==> src/rtl/patch_dump_master.sv <==
// rtl/patch_dump_master.sv - parameter-bank SysEx dump initiator
//
// Walks each bank selected in dump_mask, reads registers 0..ADR_LAST over the
// shared adr/read/synth_data_out bus and streams one SysEx message per bank:
//   F0, MFR_ID, bank index, {hi nibble, lo nibble} per register, checksum, F7
//
// Ports
//   data_clk               clock, all state on its rising edge
//   reset_data             asynchronous active-high reset
//   dump_req / dump_mask   start pulse and bank mask, sampled only in IDLE
//   busy / dump_done       dump in progress / one-cycle completion pulse
//   sel / adr / read       one-hot bank select, register address, read strobe
//   sysex_data_patch_send  enables responder drivers on the shared bus
//   synth_data_out         shared readback bus
//   tx_data / tx_valid / tx_ready  outgoing byte stream, transfer on valid&&ready

module patch_dump_master #(
  parameter int         N_SEL    = 4,
  parameter int         ADR_LAST = 127,
  parameter logic [7:0] MFR_ID   = 8'h7D
) (
  input  logic             data_clk,
  input  logic             reset_data,
  input  logic             dump_req,
  input  logic [N_SEL-1:0] dump_mask,
  output logic             busy,
  output logic             dump_done,
  output logic [N_SEL-1:0] sel,
  output logic [6:0]       adr,
  output logic             read,
  output logic             sysex_data_patch_send,
  input  logic [7:0]       synth_data_out,
  output logic [7:0]       tx_data,
  output logic             tx_valid,
  input  logic             tx_ready
);

  localparam int         BW         = (N_SEL > 1) ? $clog2(N_SEL) : 1;
  localparam logic [6:0] ADR_LAST_L = 7'(ADR_LAST);

  typedef enum logic [3:0] {
    S_IDLE,
    S_HDR0,
    S_HDR1,
    S_HDR2,
    S_RD_ADR,
    S_RD_WAIT,
    S_TX_HI,
    S_TX_LO,
    S_CSUM,
    S_EOX,
    S_NEXT
  } state_t;

  state_t           state_q, state_d;
  logic [N_SEL-1:0] mask_q, mask_d;
  logic [BW-1:0]    bank_q, bank_d;
  logic [6:0]       adr_q, adr_d;
  logic [6:0]       sum_q, sum_d;
  logic [7:0]       rdata_q, rdata_d;

  logic [N_SEL-1:0] bank_onehot;
  logic [N_SEL-1:0] mask_left;
  logic [6:0]       bank_idx7;
  logic             xfer;

  // Index of the lowest set bit; banks are always dumped in ascending order.
  function automatic logic [BW-1:0] lowest_bank(input logic [N_SEL-1:0] m);
    lowest_bank = '0;
    for (int i = N_SEL - 1; i >= 0; i--) begin
      if (m[i]) lowest_bank = BW'(i);
    end
  endfunction

  assign bank_onehot = N_SEL'(1) << bank_q;
  // Banks still pending once the current one is finished.
  assign mask_left   = mask_q & ~bank_onehot;
  assign bank_idx7   = 7'(bank_q);
  assign xfer        = tx_valid && tx_ready;
  assign adr         = adr_q;

  // ---------------------------------------------------------------------------
  // State and datapath registers
  // ---------------------------------------------------------------------------
  always_ff @(posedge data_clk or posedge reset_data) begin
    if (reset_data) begin
      state_q <= S_IDLE;
      mask_q  <= '0;
      bank_q  <= '0;
      adr_q   <= '0;
      sum_q   <= '0;
      rdata_q <= '0;
    end else begin
      state_q <= state_d;
      mask_q  <= mask_d;
      bank_q  <= bank_d;
      adr_q   <= adr_d;
      sum_q   <= sum_d;
      rdata_q <= rdata_d;
    end
  end

  // ---------------------------------------------------------------------------
  // Next-state and datapath update
  // ---------------------------------------------------------------------------
  always_comb begin
    state_d = state_q;
    mask_d  = mask_q;
    bank_d  = bank_q;
    adr_d   = adr_q;
    sum_d   = sum_q;
    rdata_d = rdata_q;

    case (state_q)
      S_IDLE: begin
        // A request with an empty mask is dropped without ever raising busy.
        if (dump_req && (|dump_mask)) begin
          state_d = S_HDR0;
          mask_d  = dump_mask;
          bank_d  = lowest_bank(dump_mask);
          adr_d   = '0;
          sum_d   = '0;
        end
      end

      S_HDR0: if (xfer) state_d = S_HDR1;
      S_HDR1: if (xfer) state_d = S_HDR2;
      S_HDR2: if (xfer) state_d = S_RD_ADR;

      S_RD_ADR: state_d = S_RD_WAIT;

      S_RD_WAIT: begin
        // Responder registered the data at the end of RD_ADR, so the bus is
        // valid throughout this cycle.
        rdata_d = synth_data_out;
        state_d = S_TX_HI;
      end

      S_TX_HI: begin
        if (xfer) begin
          sum_d   = sum_q + {3'b000, rdata_q[7:4]};
          state_d = S_TX_LO;
        end
      end

      S_TX_LO: begin
        if (xfer) begin
          sum_d = sum_q + {3'b000, rdata_q[3:0]};
          if (adr_q != ADR_LAST_L) begin
            adr_d   = adr_q + 7'd1;
            state_d = S_RD_ADR;
          end else begin
            state_d = S_CSUM;
          end
        end
      end

      S_CSUM: if (xfer) state_d = S_EOX;
      S_EOX:  if (xfer) state_d = S_NEXT;

      S_NEXT: begin
        mask_d = mask_left;
        adr_d  = '0;
        sum_d  = '0;
        if (|mask_left) begin
          bank_d  = lowest_bank(mask_left);
          state_d = S_HDR0;
        end else begin
          state_d = S_IDLE;
        end
      end

      default: state_d = S_IDLE;
    endcase
  end

  // ---------------------------------------------------------------------------
  // Outputs, decoded from registered state only so that tx_data/tx_valid hold
  // steady under backpressure and everything drops to 0 the moment reset hits.
  // ---------------------------------------------------------------------------
  always_comb begin
    busy                  = (state_q != S_IDLE);
    dump_done             = 1'b0;
    sel                   = '0;
    read                  = 1'b0;
    sysex_data_patch_send = 1'b0;
    tx_valid              = 1'b0;
    tx_data               = 8'h00;

    case (state_q)
      S_HDR0: begin
        tx_valid = 1'b1;
        tx_data  = 8'hF0;
      end
      S_HDR1: begin
        tx_valid = 1'b1;
        tx_data  = MFR_ID;
      end
      S_HDR2: begin
        tx_valid = 1'b1;
        tx_data  = {1'b0, bank_idx7};
      end
      S_RD_ADR: begin
        sel                   = bank_onehot;
        read                  = 1'b1;
        sysex_data_patch_send = 1'b1;
      end
      S_RD_WAIT: begin
        sel                   = bank_onehot;
        sysex_data_patch_send = 1'b1;
      end
      S_TX_HI: begin
        tx_valid = 1'b1;
        tx_data  = {4'h0, rdata_q[7:4]};
      end
      S_TX_LO: begin
        tx_valid = 1'b1;
        tx_data  = {4'h0, rdata_q[3:0]};
      end
      S_CSUM: begin
        // Two's complement of the running 7-bit sum: nibbles + checksum == 0 mod 128.
        tx_valid = 1'b1;
        tx_data  = {1'b0, 7'h00 - sum_q};
      end
      S_EOX: begin
        tx_valid = 1'b1;
        tx_data  = 8'hF7;
      end
      S_NEXT: begin
        dump_done = ~(|mask_left);
      end
      default: begin
      end
    endcase
  end

endmodule

==> config.mk <==
export PLATFORM = sky130hd
export DESIGN_NAME = patch_dump_master
export DESIGN_NICKNAME = d
export VERILOG_FILES = /design/src/rtl/patch_dump_master.sv
export SDC_FILE = /design/constraint.sdc
export NUM_CORES = 1
export LEC_CHECK = 0
export BUFFER_PORTS_ARGS = -buffer_cell sky130_fd_sc_hd__buf_4
export CORE_ASPECT_RATIO = 0.6
export CORE_MARGIN = 5
export CORE_UTILIZATION = 45
export DETAILED_ROUTE_END_ITERATION = 16
export PLACE_DENSITY = 0.62
export RECOVER_POWER = 100
export SKIP_LAST_GASP = 1
export SYNTH_ARGS = -nofsm -noshare
export SYNTH_HDL_FRONTEND = slang
export SYNTH_SLANG_ARGS = --single-unit
export TNS_END_PERCENT = 1
==> constraint.sdc <==
create_clock -name data_clk -period 5.46 [get_ports data_clk]
set_input_delay 0.546 -clock data_clk [delete_from_list [all_inputs] [get_ports data_clk]]
set_output_delay 0.546 -clock data_clk [all_outputs]
set_load 0.01 [all_outputs]
Word-level counts from Yosys, hierarchy flattened --
Index checks and enable logic that the tools add are counted.
Cells by class: add/subtract/negate cells 4, equality and inequality tests 21, shifts and indexed selects 1, mux-type cells 37, bitwise operators 3, reduce and logical (&&, ||, !) cells 16
Operators with widths (count):
- 8-bit one-hot mux with 7 select lines | 1
- 4-bit 2-to-1 mux | 11
- 4-bit one-hot mux with 11 select lines | 1
- 7-bit 2-to-1 mux | 5
- 7-bit one-hot mux with 4 select lines | 1
- 7-bit one-hot mux with 3 select lines | 1
- 2-bit 2-to-1 mux | 10
- 2-bit inequality test (second input constant) | 10
- 4-bit by 3-bit equality test with 1-bit output (second input constant) | 4
- 7-bit by 4-bit adder with 7-bit output | 2
- 4-bit equality test (second input constant) | 3
- 4-bit by 2-bit equality test with 1-bit output (second input constant) | 2
- 4-bit one-hot mux with 2 select lines | 1
- 4-bit AND reduction | 2
- 8-bit AND reduction | 1
- 4-bit nonzero test | 2
- 4-bit OR reduction | 2
- 7-bit by 1-bit adder with 7-bit output (second input constant) | 1
- 7-bit inequality test (second input constant) | 1
- 7-bit OR reduction | 1
- 1-bit by 7-bit subtractor with 7-bit output (first input constant) | 1
- 1-bit 2-to-1 mux | 5
- 4-bit bitwise AND | 1
- 4-bit by 1-bit equality test with 1-bit output (second input constant) | 1
- 11 further kinds | 12
Word-level totals: register bits 32, input port bits 16, output and inout port bits 24, word-level logic and storage cells 88

Depth between registers and ports, before layout --
depth after elaboration 9, gate-level depth with buffers 12, depth with buffers taken out 10

Worst setup path before layout --
No wires, ideal clock.
path kind register to register, start reg state_q[2], end reg sum_q[4], setup time 0.076 ns, data arrival time 2.132 ns, data required time 5.384 ns, path slack 3.252 ns, cell stages (with the launch flop) 12, buffers on the path 2, clock period less this slack 2.208 ns, cell sequence dfrtp_1 buf_6 and4b_1 buf_2 o21ai_0 ha_1 inv_1 fa_1 o21bai_1 a21oi_1 or3_1 o21ai_1
Between the ends: longest elaborated chain between the ends 6, elaborated cells between the ends (all ways) 18, classes of those cells eq/ne: 11; mux: 2; reduce/logical: 5
RTL lines:
- start: declaration | line 55 | state_t state_q, state_d;
- start signal: assignment | line 94 | state_q <= state_d;
- 4-bit equality test (tied with other cells) | line 190 | case (state_q)
- 7-bit OR reduction (no line)
- 1-bit 2-to-1 mux | line 190
- 1-bit logical AND | line 79 | assign xfer = tx_valid && tx_ready;
- 2-bit inequality test (no line)
- 4-bit AND reduction (no line)
- end signal: assignment | line 98 | sum_q <= sum_d;
- end: declaration | line 59 | logic [6:0] sum_q, sum_d;
Parallel ways exist; a longest one is shown, timed or not. A chain may end at the register's enable or synchronous reset.

Worst setup path in the final report --
start reg state_q[0], end reg sum_q[4]
Same word-level chain as after synthesis.

==> metrics <==
initial antenna violation count 0; f_max 330 MHz; status complete, but fails checks; fraction of registers with async set/reset 100%; CTS Hold Buffers Added 0; DR DRC count 0; Layout fillers 510; Iter 0 DRT Violations 182; CTS tree built; post-synth top area cell dfrtp_1; Rel. slew slack -18.8%; CTS clock-pin slew for the worst setup and hold paths 0.07 ns; cells after synthesis 273; Max-Cap Viols 1; detailed placement HPWL 4520 microns; M1 WL 3220 microns; placed cells 364; ratio of cells with drive above 1 in the final layout 11.8%; top layer in use met4; Slew Limit Fails 33; # setup viols final 0; Met2 Routed Length 2250 microns; syn avg cell area 8.63 sq um; Post-Syn Nets 297; placed inst area 0.00266 sq mm; # IOs 40; post-synthesis adder-cell area fraction 4.57%; port bufs 39; vias per cell 5.72; number of global-route vias before repair 1860; setup TNS 0 ns; diode count 0; clock sinks 32; Post-Route Skew 0.00494 ns; Via Count 2122; root buffer cell clkbuf_8; cell mode on critical path o21ai_0; Synth Area in Compound Gates 23.1%; worst skew pair latency 0.28 ns; Worst IR Drop VDD 200 uV; Crit path largest cell delay 0.89 ns; post-synth top area share 34.0%; Critical Path End Type register; Final Cell Area 0.00261 sq mm; Int Pwr 0.718 mW; Psw 0.661 mW; cell breakdown of the critical path and4b_1, nand2_1, o21ai_0, ha_1, inv_1, fa_1, o21bai_1, a21oi_1, or3_1, o21ai_0; RePlAce Congestion 0.861; ys flop type dfrtp_1; RSZ-0062 raised after global routing no; gr usage total 18.9%; critical path arrival 3.23 ns; synth-to-layout area growth 10.7%; H-tree levels 2; Met3 Wirelength 509 microns; failing checks capacitance limit, slew limit; fin crit share 55.6%; Pleak 1.14 nW; drt total wl 6010 microns; Clock Path Buffers 2; NumNets Final 329; Worst Hold Class input pin to register; post-CTS setup buffers 0; post-cts sizing count 0; first-pass GRT wire length 9950 microns; number of CTS-inserted buffers 5; largest net degree at the start of global routing 33; row cnt 20; ranking of synthesized cells by area dfrtp_1, nand2_1, o21ai_0; Final Hold Viols 0; top post-synthesis cells by count dfrtp_1, nand2_1, o21ai_0; CP Max Fanout 31; Die Ht 66.0 microns; Post-synth EDFFs 0; simple-gate share of the synthesized area 23.8%; Cell Count, Final, Fillers Out 371; Seq cells post-synth 32; Least-Margin Pin Slew 1.78 ns; Post-Syn Area 0.00235 sq mm; mux share of post-synthesis cell area 5.47%; WS Path Type register to register; Final min period 3.03 ns; total number of yosys warnings 0; XOR/XNOR Fraction of Synth Area 2.98%; PwrDens 529 mW/mm^2; main combinational cell family by area after synthesis simple AND/OR/NAND/NOR gates; chip width 103 microns; Clock Power Share 12.4%; required time worst endpoint 5.66 ns; first-pass detailed-route iteration total 4; wire per inst 16.2 microns; cell at the slowest stage of the critical path dfrtp_1; Floorplan Core Area 0.00505 sq mm; combinational power share 52.1%; sequential area share after synthesis 34.0%; type of origin of the critical path register; Seq pwr share 35.5%; Yosys cell types 64; Switching Fraction 48.0%; DRT antenna net count 0; Starting Density 46.6%; die area 0.00683 sq mm; grt ovf 0
-- state kept, by name, indices dropped and copies added (netlist names) --
signal   cells
bank_q       2
state_q      4
adr          7
rdata_q      8
sum_q        7
mask_q       4
-- placed cells by master, fill, tap and decap left out, drive strengths merged, types with 10 or more instances in the layout --
master	instances
nand2	32
dfrtp	32
clkbuf	31
o21ai	29
nor2	23
a21oi	18
inv	16
buf	15
nand3	10
-- path summary, 6_finish.rpt --
check / startpoint / slack [ns] / cells past startpoint / end
min in group asynchronous: reset_data / 0.90 / 3 / adr[4]
max in group asynchronous: reset_data / 3.54 / 3 / bank_q[0]
setup / recovery: state_q[0] / 2.43 / 10 / sum_q[4]
hold / removal: synth_data_out[6] / 0.47 / 3 / rdata_q[6]
hold reg to reg: rdata_q[0] / 0.52 / 1 / rdata_q[0]
setup reg to reg: state_q[0] / 2.43 / 10 / sum_q[4]
-- area by class of cell --
class | count | area (sq um) | area share, %
multi-input cells | 210 | 1380 | 52.8
inverters | 16 | 60.1 | 2.30
clock buffers | 6 | 72.6 | 2.78
clock inverters | 1 | 5.00 | 0.192
repair buffers | 40 | 210 | 8.07
flip-flops and latches | 32 | 801 | 30.7
well taps | 66 | 82.6 | 3.17
-- kinds of logic after synthesis --
group | count (synthesis)
simple gates | 104
compound gates | 78
flops | 32
buf+inv | 31
mux | 12
xor+xnor | 8
fa+ha+maj | 8
-- critical path: cells and delay by family (launching register included) --
kind / cells / cell delay, ns
adder cells (fa/ha/maj): 2 / 0.62
AND/OR/NAND/NOR: 3 / 0.92
flip-flops: 1 / 0.89
AO/OA/AOI/OAI: 4 / 0.44
buffers and inverters: 1 / 0.05
-- through the flow --
stage	hold WS [ns]	setup WS, ns	total power, mW	util (%)
floorplan	0.481	3.25	1.03	-
global placement	0.515	2.55	1.27	52.5
detailed placement	0.505	2.45	1.27	52.5
CTS	0.365	2.43	1.45	54.1
global route	0.472	2.13	1.51	51.6
finish	0.471	2.43	1.38	51.6
-- power groups by stage --
stage                     combinational, mW  clock [mW]  sequential [mW]
after floorplan                       0.645           0            0.389
after global placement                0.781           0            0.490
after detailed placement              0.780           0            0.492
after CTS                             0.786       0.177            0.487
after global routing                  0.811       0.191            0.512
final                                 0.718       0.171            0.489
-- per-layer routing --
metal | vias to the layer above | track usage [%]
li1 | 1046 | -
met1 | 989 | 32.4
met2 | 82 | 22.1
met3 | 5 | 5.06
met4 | 0 | 3.39
met5 | - | 0
Note: power is estimated with default switching activity, not from simulation.
